<file path="src/rtl/s_axil_register_if.sv">
// AXI4-Lite register bus bundle shared by the register slave and its bus master.
// The master modport drives requests; the slave modport drives ready/response.
interface s_axil_register_if #(
    parameter int DATA_WIDTH = 32,
    parameter int ADDR_WIDTH = 32
);
    logic [ADDR_WIDTH-1:0]   AWADDR;
    logic                    AWVALID;
    logic                    AWREADY;
    logic [DATA_WIDTH-1:0]   WDATA;
    logic [DATA_WIDTH/8-1:0] WSTRB;
    logic                    WVALID;
    logic                    WREADY;
    logic [1:0]              BRESP;
    logic                    BVALID;
    logic                    BREADY;
    logic [ADDR_WIDTH-1:0]   ARADDR;
    logic                    ARVALID;
    logic                    ARREADY;
    logic [DATA_WIDTH-1:0]   RDATA;
    logic [1:0]              RRESP;
    logic                    RVALID;
    logic                    RREADY;

    modport master (
        output AWADDR, AWVALID, WDATA, WSTRB, WVALID, BREADY, ARADDR, ARVALID, RREADY,
        input  AWREADY, WREADY, BRESP, BVALID, ARREADY, RDATA, RRESP, RVALID
    );

    modport slave (
        input  AWADDR, AWVALID, WDATA, WSTRB, WVALID, BREADY, ARADDR, ARVALID, RREADY,
        output AWREADY, WREADY, BRESP, BVALID, ARREADY, RDATA, RRESP, RVALID
    );
endinterface

</file>
<file path="src/rtl/s_axil_register.sv">
// AXI4-Lite slave exposing NUM_REG read/write registers.
// Write and read channels are independent state machines. A write is
// committed one cycle after both AW and W are held, and the response is
// raised at the same edge the register changes. All bus outputs are
// registered; the register bank is also exported flat on REG_OUT.
module s_axil_register #(
    parameter int S_AXI_DATA_WIDTH = 32,
    parameter int S_AXI_ADDR_WIDTH = 32,
    parameter int NUM_REG          = 16
) (
    input  logic                                ACLK,
    input  logic                                ARESET,
    s_axil_register_if.slave                    s_axil,
    output logic [NUM_REG*S_AXI_DATA_WIDTH-1:0] REG_OUT
);
    localparam int DW     = S_AXI_DATA_WIDTH;
    localparam int AW     = S_AXI_ADDR_WIDTH;
    localparam int STRB_W = DW / 8;
    localparam int IDX_W  = $clog2(NUM_REG);

    localparam logic [1:0] RESP_OKAY   = 2'b00;
    localparam logic [1:0] RESP_SLVERR = 2'b10;

    typedef enum logic [1:0] {
        WR_IDLE   = 2'd0,
        WR_COMMIT = 2'd1,
        WR_RESP   = 2'd2
    } wr_state_t;

    typedef enum logic {
        RD_IDLE = 1'b0,
        RD_DATA = 1'b1
    } rd_state_t;

    // Merge new data into the old word on the byte lanes whose strobe is set.
    function automatic logic [DW-1:0] apply_strobe(
        input logic [DW-1:0]     old_v,
        input logic [DW-1:0]     new_v,
        input logic [STRB_W-1:0] strb
    );
        logic [DW-1:0] res;
        res = old_v;
        for (int b = 0; b < STRB_W; b++) begin
            if (strb[b]) begin
                res[b*8 +: 8] = new_v[b*8 +: 8];
            end else begin
                res[b*8 +: 8] = old_v[b*8 +: 8];
            end
        end
        return res;
    endfunction

    // Register bank
    logic [DW-1:0]     regs_r [NUM_REG];

    // Write channel state
    wr_state_t         wr_state_r;
    logic              aw_held_r;
    logic              w_held_r;
    logic [IDX_W-1:0]  aw_idx_r;
    logic              aw_oor_r;
    logic [DW-1:0]     wdata_r;
    logic [STRB_W-1:0] wstrb_r;
    logic              awready_r;
    logic              wready_r;
    logic              bvalid_r;
    logic [1:0]        bresp_r;

    // Read channel state
    rd_state_t         rd_state_r;
    logic              arready_r;
    logic              rvalid_r;
    logic [DW-1:0]     rdata_r;
    logic [1:0]        rresp_r;

    // Address decode and handshakes
    logic              aw_hs_s;
    logic              w_hs_s;
    logic              ar_hs_s;
    logic [IDX_W-1:0]  aw_idx_s;
    logic [IDX_W-1:0]  ar_idx_s;
    logic              aw_oor_s;
    logic              ar_oor_s;
    logic              unused_addr_bits_s;

    assign aw_hs_s  = s_axil.AWVALID & awready_r;
    assign w_hs_s   = s_axil.WVALID & wready_r;
    assign ar_hs_s  = s_axil.ARVALID & arready_r;
    assign aw_idx_s = s_axil.AWADDR[IDX_W+1:2];
    assign ar_idx_s = s_axil.ARADDR[IDX_W+1:2];
    assign aw_oor_s = |s_axil.AWADDR[AW-1:IDX_W+2];
    assign ar_oor_s = |s_axil.ARADDR[AW-1:IDX_W+2];
    // Byte offset within a word carries no meaning for a register access.
    assign unused_addr_bits_s = ^{s_axil.AWADDR[1:0], s_axil.ARADDR[1:0]};

    assign s_axil.AWREADY = awready_r;
    assign s_axil.WREADY  = wready_r;
    assign s_axil.BVALID  = bvalid_r;
    assign s_axil.BRESP   = bresp_r;
    assign s_axil.ARREADY = arready_r;
    assign s_axil.RVALID  = rvalid_r;
    assign s_axil.RDATA   = rdata_r;
    assign s_axil.RRESP   = rresp_r;

    // Write FSM: collect AW and W in any order, commit, then hold the response.
    always_ff @(posedge ACLK) begin
        if (ARESET) begin
            wr_state_r <= WR_IDLE;
            aw_held_r  <= 1'b0;
            w_held_r   <= 1'b0;
            aw_idx_r   <= '0;
            aw_oor_r   <= 1'b0;
            wdata_r    <= '0;
            wstrb_r    <= '0;
            awready_r  <= 1'b0;
            wready_r   <= 1'b0;
            bvalid_r   <= 1'b0;
            bresp_r    <= RESP_OKAY;
            for (int k = 0; k < NUM_REG; k++) begin
                regs_r[k] <= '0;
            end
        end else begin
            case (wr_state_r)
                WR_IDLE: begin
                    if (aw_hs_s) begin
                        aw_idx_r  <= aw_idx_s;
                        aw_oor_r  <= aw_oor_s;
                        aw_held_r <= 1'b1;
                    end
                    if (w_hs_s) begin
                        wdata_r  <= s_axil.WDATA;
                        wstrb_r  <= s_axil.WSTRB;
                        w_held_r <= 1'b1;
                    end
                    // A channel stays not-ready from its handshake until the response completes.
                    awready_r <= ~(aw_held_r | aw_hs_s);
                    wready_r  <= ~(w_held_r | w_hs_s);
                    if (aw_held_r && w_held_r) begin
                        wr_state_r <= WR_COMMIT;
                    end
                end
                WR_COMMIT: begin
                    if (!aw_oor_r) begin
                        regs_r[aw_idx_r] <= apply_strobe(regs_r[aw_idx_r], wdata_r, wstrb_r);
                    end
                    aw_held_r  <= 1'b0;
                    w_held_r   <= 1'b0;
                    bvalid_r   <= 1'b1;
                    bresp_r    <= aw_oor_r ? RESP_SLVERR : RESP_OKAY;
                    wr_state_r <= WR_RESP;
                end
                WR_RESP: begin
                    if (s_axil.BREADY) begin
                        bvalid_r   <= 1'b0;
                        bresp_r    <= RESP_OKAY;
                        awready_r  <= 1'b1;
                        wready_r   <= 1'b1;
                        wr_state_r <= WR_IDLE;
                    end
                end
                default: begin
                    wr_state_r <= WR_IDLE;
                    aw_held_r  <= 1'b0;
                    w_held_r   <= 1'b0;
                    awready_r  <= 1'b0;
                    wready_r   <= 1'b0;
                    bvalid_r   <= 1'b0;
                end
            endcase
        end
    end

    // Read FSM: capture the addressed register on AR and hold it until RREADY.
    always_ff @(posedge ACLK) begin
        if (ARESET) begin
            rd_state_r <= RD_IDLE;
            arready_r  <= 1'b0;
            rvalid_r   <= 1'b0;
            rdata_r    <= '0;
            rresp_r    <= RESP_OKAY;
        end else begin
            case (rd_state_r)
                RD_IDLE: begin
                    if (ar_hs_s) begin
                        rdata_r    <= ar_oor_s ? '0 : regs_r[ar_idx_s];
                        rresp_r    <= ar_oor_s ? RESP_SLVERR : RESP_OKAY;
                        rvalid_r   <= 1'b1;
                        arready_r  <= 1'b0;
                        rd_state_r <= RD_DATA;
                    end else begin
                        arready_r  <= 1'b1;
                    end
                end
                RD_DATA: begin
                    if (s_axil.RREADY) begin
                        rvalid_r   <= 1'b0;
                        arready_r  <= 1'b1;
                        rd_state_r <= RD_IDLE;
                    end
                end
                default: begin
                    rd_state_r <= RD_IDLE;
                    arready_r  <= 1'b0;
                    rvalid_r   <= 1'b0;
                end
            endcase
        end
    end

    // Flat export of the register bank for fabric logic.
    always_comb begin
        REG_OUT = '0;
        for (int k = 0; k < NUM_REG; k++) begin
            REG_OUT[k*DW +: DW] = regs_r[k];
        end
    end
endmodule

</file>
<file path="src/flat_wrapper.sv">
// flat-port wrapper written by rule: the top's interface ports become plain ports
module s_axil_register_flat 
#(
    parameter int S_AXI_DATA_WIDTH = 32,
    parameter int S_AXI_ADDR_WIDTH = 32,
    parameter int NUM_REG          = 16
)
  (ACLK, ARESET, REG_OUT, s_axil_AWADDR, s_axil_AWVALID, s_axil_WDATA, s_axil_WSTRB, s_axil_WVALID, s_axil_BREADY, s_axil_ARADDR, s_axil_ARVALID, s_axil_RREADY, s_axil_AWREADY, s_axil_WREADY, s_axil_BRESP, s_axil_BVALID, s_axil_ARREADY, s_axil_RDATA, s_axil_RRESP, s_axil_RVALID);
  s_axil_register_if #(.DATA_WIDTH((32)), .ADDR_WIDTH((32))) s_axil_i ();
  input  logic ACLK;
  input  logic ARESET;
  output logic [NUM_REG*S_AXI_DATA_WIDTH-1:0] REG_OUT;
  input wire logic [$bits(s_axil_i.AWADDR)-1:0] s_axil_AWADDR;
  input wire logic [$bits(s_axil_i.AWVALID)-1:0] s_axil_AWVALID;
  input wire logic [$bits(s_axil_i.WDATA)-1:0] s_axil_WDATA;
  input wire logic [$bits(s_axil_i.WSTRB)-1:0] s_axil_WSTRB;
  input wire logic [$bits(s_axil_i.WVALID)-1:0] s_axil_WVALID;
  input wire logic [$bits(s_axil_i.BREADY)-1:0] s_axil_BREADY;
  input wire logic [$bits(s_axil_i.ARADDR)-1:0] s_axil_ARADDR;
  input wire logic [$bits(s_axil_i.ARVALID)-1:0] s_axil_ARVALID;
  input wire logic [$bits(s_axil_i.RREADY)-1:0] s_axil_RREADY;
  output wire logic [$bits(s_axil_i.AWREADY)-1:0] s_axil_AWREADY;
  output wire logic [$bits(s_axil_i.WREADY)-1:0] s_axil_WREADY;
  output wire logic [$bits(s_axil_i.BRESP)-1:0] s_axil_BRESP;
  output wire logic [$bits(s_axil_i.BVALID)-1:0] s_axil_BVALID;
  output wire logic [$bits(s_axil_i.ARREADY)-1:0] s_axil_ARREADY;
  output wire logic [$bits(s_axil_i.RDATA)-1:0] s_axil_RDATA;
  output wire logic [$bits(s_axil_i.RRESP)-1:0] s_axil_RRESP;
  output wire logic [$bits(s_axil_i.RVALID)-1:0] s_axil_RVALID;
  assign s_axil_i.AWADDR = s_axil_AWADDR;
  assign s_axil_i.AWVALID = s_axil_AWVALID;
  assign s_axil_i.WDATA = s_axil_WDATA;
  assign s_axil_i.WSTRB = s_axil_WSTRB;
  assign s_axil_i.WVALID = s_axil_WVALID;
  assign s_axil_i.BREADY = s_axil_BREADY;
  assign s_axil_i.ARADDR = s_axil_ARADDR;
  assign s_axil_i.ARVALID = s_axil_ARVALID;
  assign s_axil_i.RREADY = s_axil_RREADY;
  assign s_axil_AWREADY = s_axil_i.AWREADY;
  assign s_axil_WREADY = s_axil_i.WREADY;
  assign s_axil_BRESP = s_axil_i.BRESP;
  assign s_axil_BVALID = s_axil_i.BVALID;
  assign s_axil_ARREADY = s_axil_i.ARREADY;
  assign s_axil_RDATA = s_axil_i.RDATA;
  assign s_axil_RRESP = s_axil_i.RRESP;
  assign s_axil_RVALID = s_axil_i.RVALID;
  s_axil_register #(.S_AXI_DATA_WIDTH(S_AXI_DATA_WIDTH), .S_AXI_ADDR_WIDTH(S_AXI_ADDR_WIDTH), .NUM_REG(NUM_REG)) u_core (.ACLK(ACLK), .ARESET(ARESET), .s_axil(s_axil_i), .REG_OUT(REG_OUT));
endmodule
</file>
<file path="config.mk">
export PLATFORM = sky130hd
export DESIGN_NAME = s_axil_register_flat
export DESIGN_NICKNAME = d
export VERILOG_FILES = /design/src/rtl/s_axil_register_if.sv /design/src/rtl/s_axil_register.sv /design/src/flat_wrapper.sv
export SDC_FILE = /design/constraint.sdc
export NUM_CORES = 1
export LEC_CHECK = 0
export CORE_AREA = 3 3 254 256
export DETAILED_ROUTE_END_ITERATION = 8
export DIE_AREA = 0 0 257 259
export PLACE_DENSITY = 0.74
export SLEW_MARGIN = 20
export SYNTH_ARGS = -nofsm -noshare
export SYNTH_HDL_FRONTEND = slang
export SYNTH_SLANG_ARGS = --single-unit
</file>
<file path="constraint.sdc">
create_clock -name ACLK -period 2.4 [get_ports ACLK]
set_input_delay 0.72 -clock ACLK [delete_from_list [all_inputs] [get_ports ACLK]]
set_output_delay 0.72 -clock ACLK [all_outputs]
set_load 0.02 [all_outputs]
</file>
==> flow_summary.toml <==
[clock_network]
clock-sinks = 597
clock_latency_ns = 0.63
path_clk_slew_ns = 0.06
cts_resized = 213
cts_max_level = 2
cts_root_buf = "clkbuf_16"
ctsHoldBuffers = 0
postCtsSetupRepairBufs = 0
clk_path_buf_depth = 3
cts_tree = "done"
cts-buffers-inserted = 60

[placed_design]
dpl.hpwl_um = 75400
io_buffers = 653
place_congestion = 0.911
placedInstanceArea_mm2 = 0.0360

[timing]
setup_viol = 0
fin_crit_ns = 2.38
hold_viol = 0
fin_tns_setup_ns = 0
clock-skew-final_ns = 0.0192
max_clock_freq_ghz = 0.420
max_slew_margin_pct = 42.9
min_period_over_period_pct = 99.1
hold_slack_ns = 0.462
drv_slew = 0
worst_pin_slew_ns = 0.855

[synth]
netlist-cell-type-count = 38
synth_edf_count = 512
netlist_area_mm2 = 0.0275
synth_area_leaders = "edfxtp_1 56%, and2_1 12%, mux2i_1 9.3%, dfxtp_1 6.2%, a22oi_1 1.7%"
netlist_instances = 2177
synth-seq-area-share_pct = 62.0
synth.largest_area_cell = "edfxtp_1"
ys_warn_count = 0
synth_top_area_share_pct = 55.8
avgSynthCellArea_um2 = 12.7
ys_ff_latch = 597
synth_ff_type = "edfxtp_1"
synthArstFlopShare_pct = 0

[routing]
via_per_inst = 5.48
route.vias.total = 20800
wl_um = 99000
ant_nets = 0
drtPass1Iterations = 5
drc_errors = 0
wl_per_cell_um = 26.1
drtIter0Drc = 1790

[layout]
fin_util_pct = 60.4
final.fill_count = 4925
nNetsFinal = 3000
drive_gt1_share_pct = 13.2
synthToLayoutAreaGrowth_pct = 37.6
final_area_mm2 = 0.0379
diodes = 0
mostFrequentLayoutCells = "512 x and2_1, 512 x edfxtp_1, 380 x clkdlybuf4s50_1"

[global_route]
overflow = 0
grt_max_degree = 65
gr-usage-met3_pct = 6.48
grt_pass1_vias = 21100
grt_first_pass_wirelength_um = 142000
grt_use_total_pct = 28.9
met2_usage_pct = 51.5
busiest_layer = "met2"
globalRouteMet1Util_pct = 35.1
antenna_found_initial = 2

[setup_path]
slowest_stage = "clkdlybuf4s50_1"
crit_chain = "clkdlybuf4s50_1"
crit_buf_inv = 1
cp_top_family = "buffers and inverters"
path_class = "reg2out"
worstPathRequired_ns = 1.68
arrival_ns = 1.66
startpoint = "u_core.regs_r[10][11]$_SDFFCE_PN0P_"
crit_path_start_kind = "register"
end_kind = "primary output"
cpPeakStageDelay_ns = 0.64
reg2reg_from = "u_core.aw_idx_r[0]$_SDFFE_PP0P_"
cp_max_fo = 2

[flow_run]
maxCapViolCount = 0

[die]
dieHeight_um = 259
start_util_pct = 43.9
die_w_um = 257
dieArea_mm2 = 0.0666
rows = 92
coreArea_mm2 = 0.0627
pin_count = 660

[run_status]
status = "completed"

[pwr]
powerDensity_mw_per_mm2 = 639
leakagePower_nw = 15.5
vdd_drop_max_v = 0.000445

[worst_hold_path]
min_from = "u_core.rd_state_r$_SDFF_PP0_"
holdCritPathClass = "reg2reg"
-- cell usage after synthesis (5+ instances only) --
library cell  instances
a21oi_1              78
a221oi_1             35
a221oi_2             30
a22oi_1              64
and2_1              513
buf_2                40
buf_4                 7
buf_6                 5
clkbuf_1             86
dfxtp_1              85
edfxtp_1            512
mux2i_1             257
nand2_1             123
nand3_1              10
nor2_1              107
nor2_2               13
nor2_4               28
nor2b_1               7
nor4_1               12
o21ai_0              36
o22ai_1              32
or2_2                65
-- where the power goes --
group / internal [mW] / total, mW / leakage [nW] / switching [mW]
clock network: 5.63 / 9.68 / 0.986 / 4.05
logic: 1.06 / 2.54 / 8.55 / 1.48
registers: 11.6 / 12.0 / 5.98 / 0.428
total: 18.3 / 24.2 / 15.5 / 5.96
-- cell families after synthesis --
kind of cell / after synthesis / synth area share (%)
other: 1 / 0.0136
flip-flops: 597 / 62.0
AND/OR/NAND/NOR: 900 / 18.9
buffers and inverters: 143 / 2.36
AO/OA/AOI/OAI: 279 / 7.42
multiplexers: 257 / 9.34
-- through the flow --
stage | power (mW) | setup WS (ns) | cells
after floorplan | 13.3 | 0.276 | 2178
after global placement | 14.8 | -0.505 | 3677
after detailed placement | 14.8 | -0.509 | 3677
after CTS | 24.3 | 0.000679 | 3791
after global routing | 24.9 | -0.00808 | 3791
final | 24.2 | 0.0219 | 3791
-- path summary, 6_finish.rpt --
check,end,cells after the start,slack [ns]
max,REG_OUT[331],1,0.02
min,u_core.s_axil.RVALID$_SDFFE_PP0P_,1,0.46
max reg2reg,u_core.regs_r[15][16]$_SDFFCE_PN0P_,3,0.13
min reg2reg,u_core.s_axil.RVALID$_SDFFE_PP0P_,1,0.46
-- cell type report --
| cell class | count | area [µm²] | share of cell area [%] |
|---|---|---|---|
| inverter | 3 | 11.3 | 0.0297 |
| clock inverter | 38 | 438 | 1.16 |
| multi-input combinational | 1438 | 9870 | 26.0 |
| clock buffer | 76 | 1610 | 4.25 |
| timing repair buffer | 793 | 7830 | 20.7 |
| sequential | 597 | 17100 | 45.1 |
| tap | 846 | 1060 | 2.79 |
-- routing by layer --
layer / wire length, µm / vias up
met5: 13 / -
met4: 2780 / 2
met3: 8460 / 156
met2: 50400 / 1060
met1: 37300 / 10300
li1: - / 9275
-- flip-flops by register name (all words and copies together) (netlist names) --
name                   flops
u_core.s_axil.WREADY       1
u_core.s_axil.RVALID       1
u_core.aw_idx_r            4
u_core.s_axil.ARREADY      1
u_core.wstrb_r             4
u_core.rd_state_r          1
u_core.s_axil.RRESP        1
u_core.w_held_r            1
u_core.aw_held_r           1
u_core.s_axil.AWREADY      1
u_core.aw_oor_r            1
u_core.wr_state_r          2
u_core.s_axil.BVALID       1
u_core.s_axil.BRESP        1
u_core.regs_r            512
u_core.s_axil.RDATA       32
u_core.wdata_r            32
(Power assumes the default switching activity.)
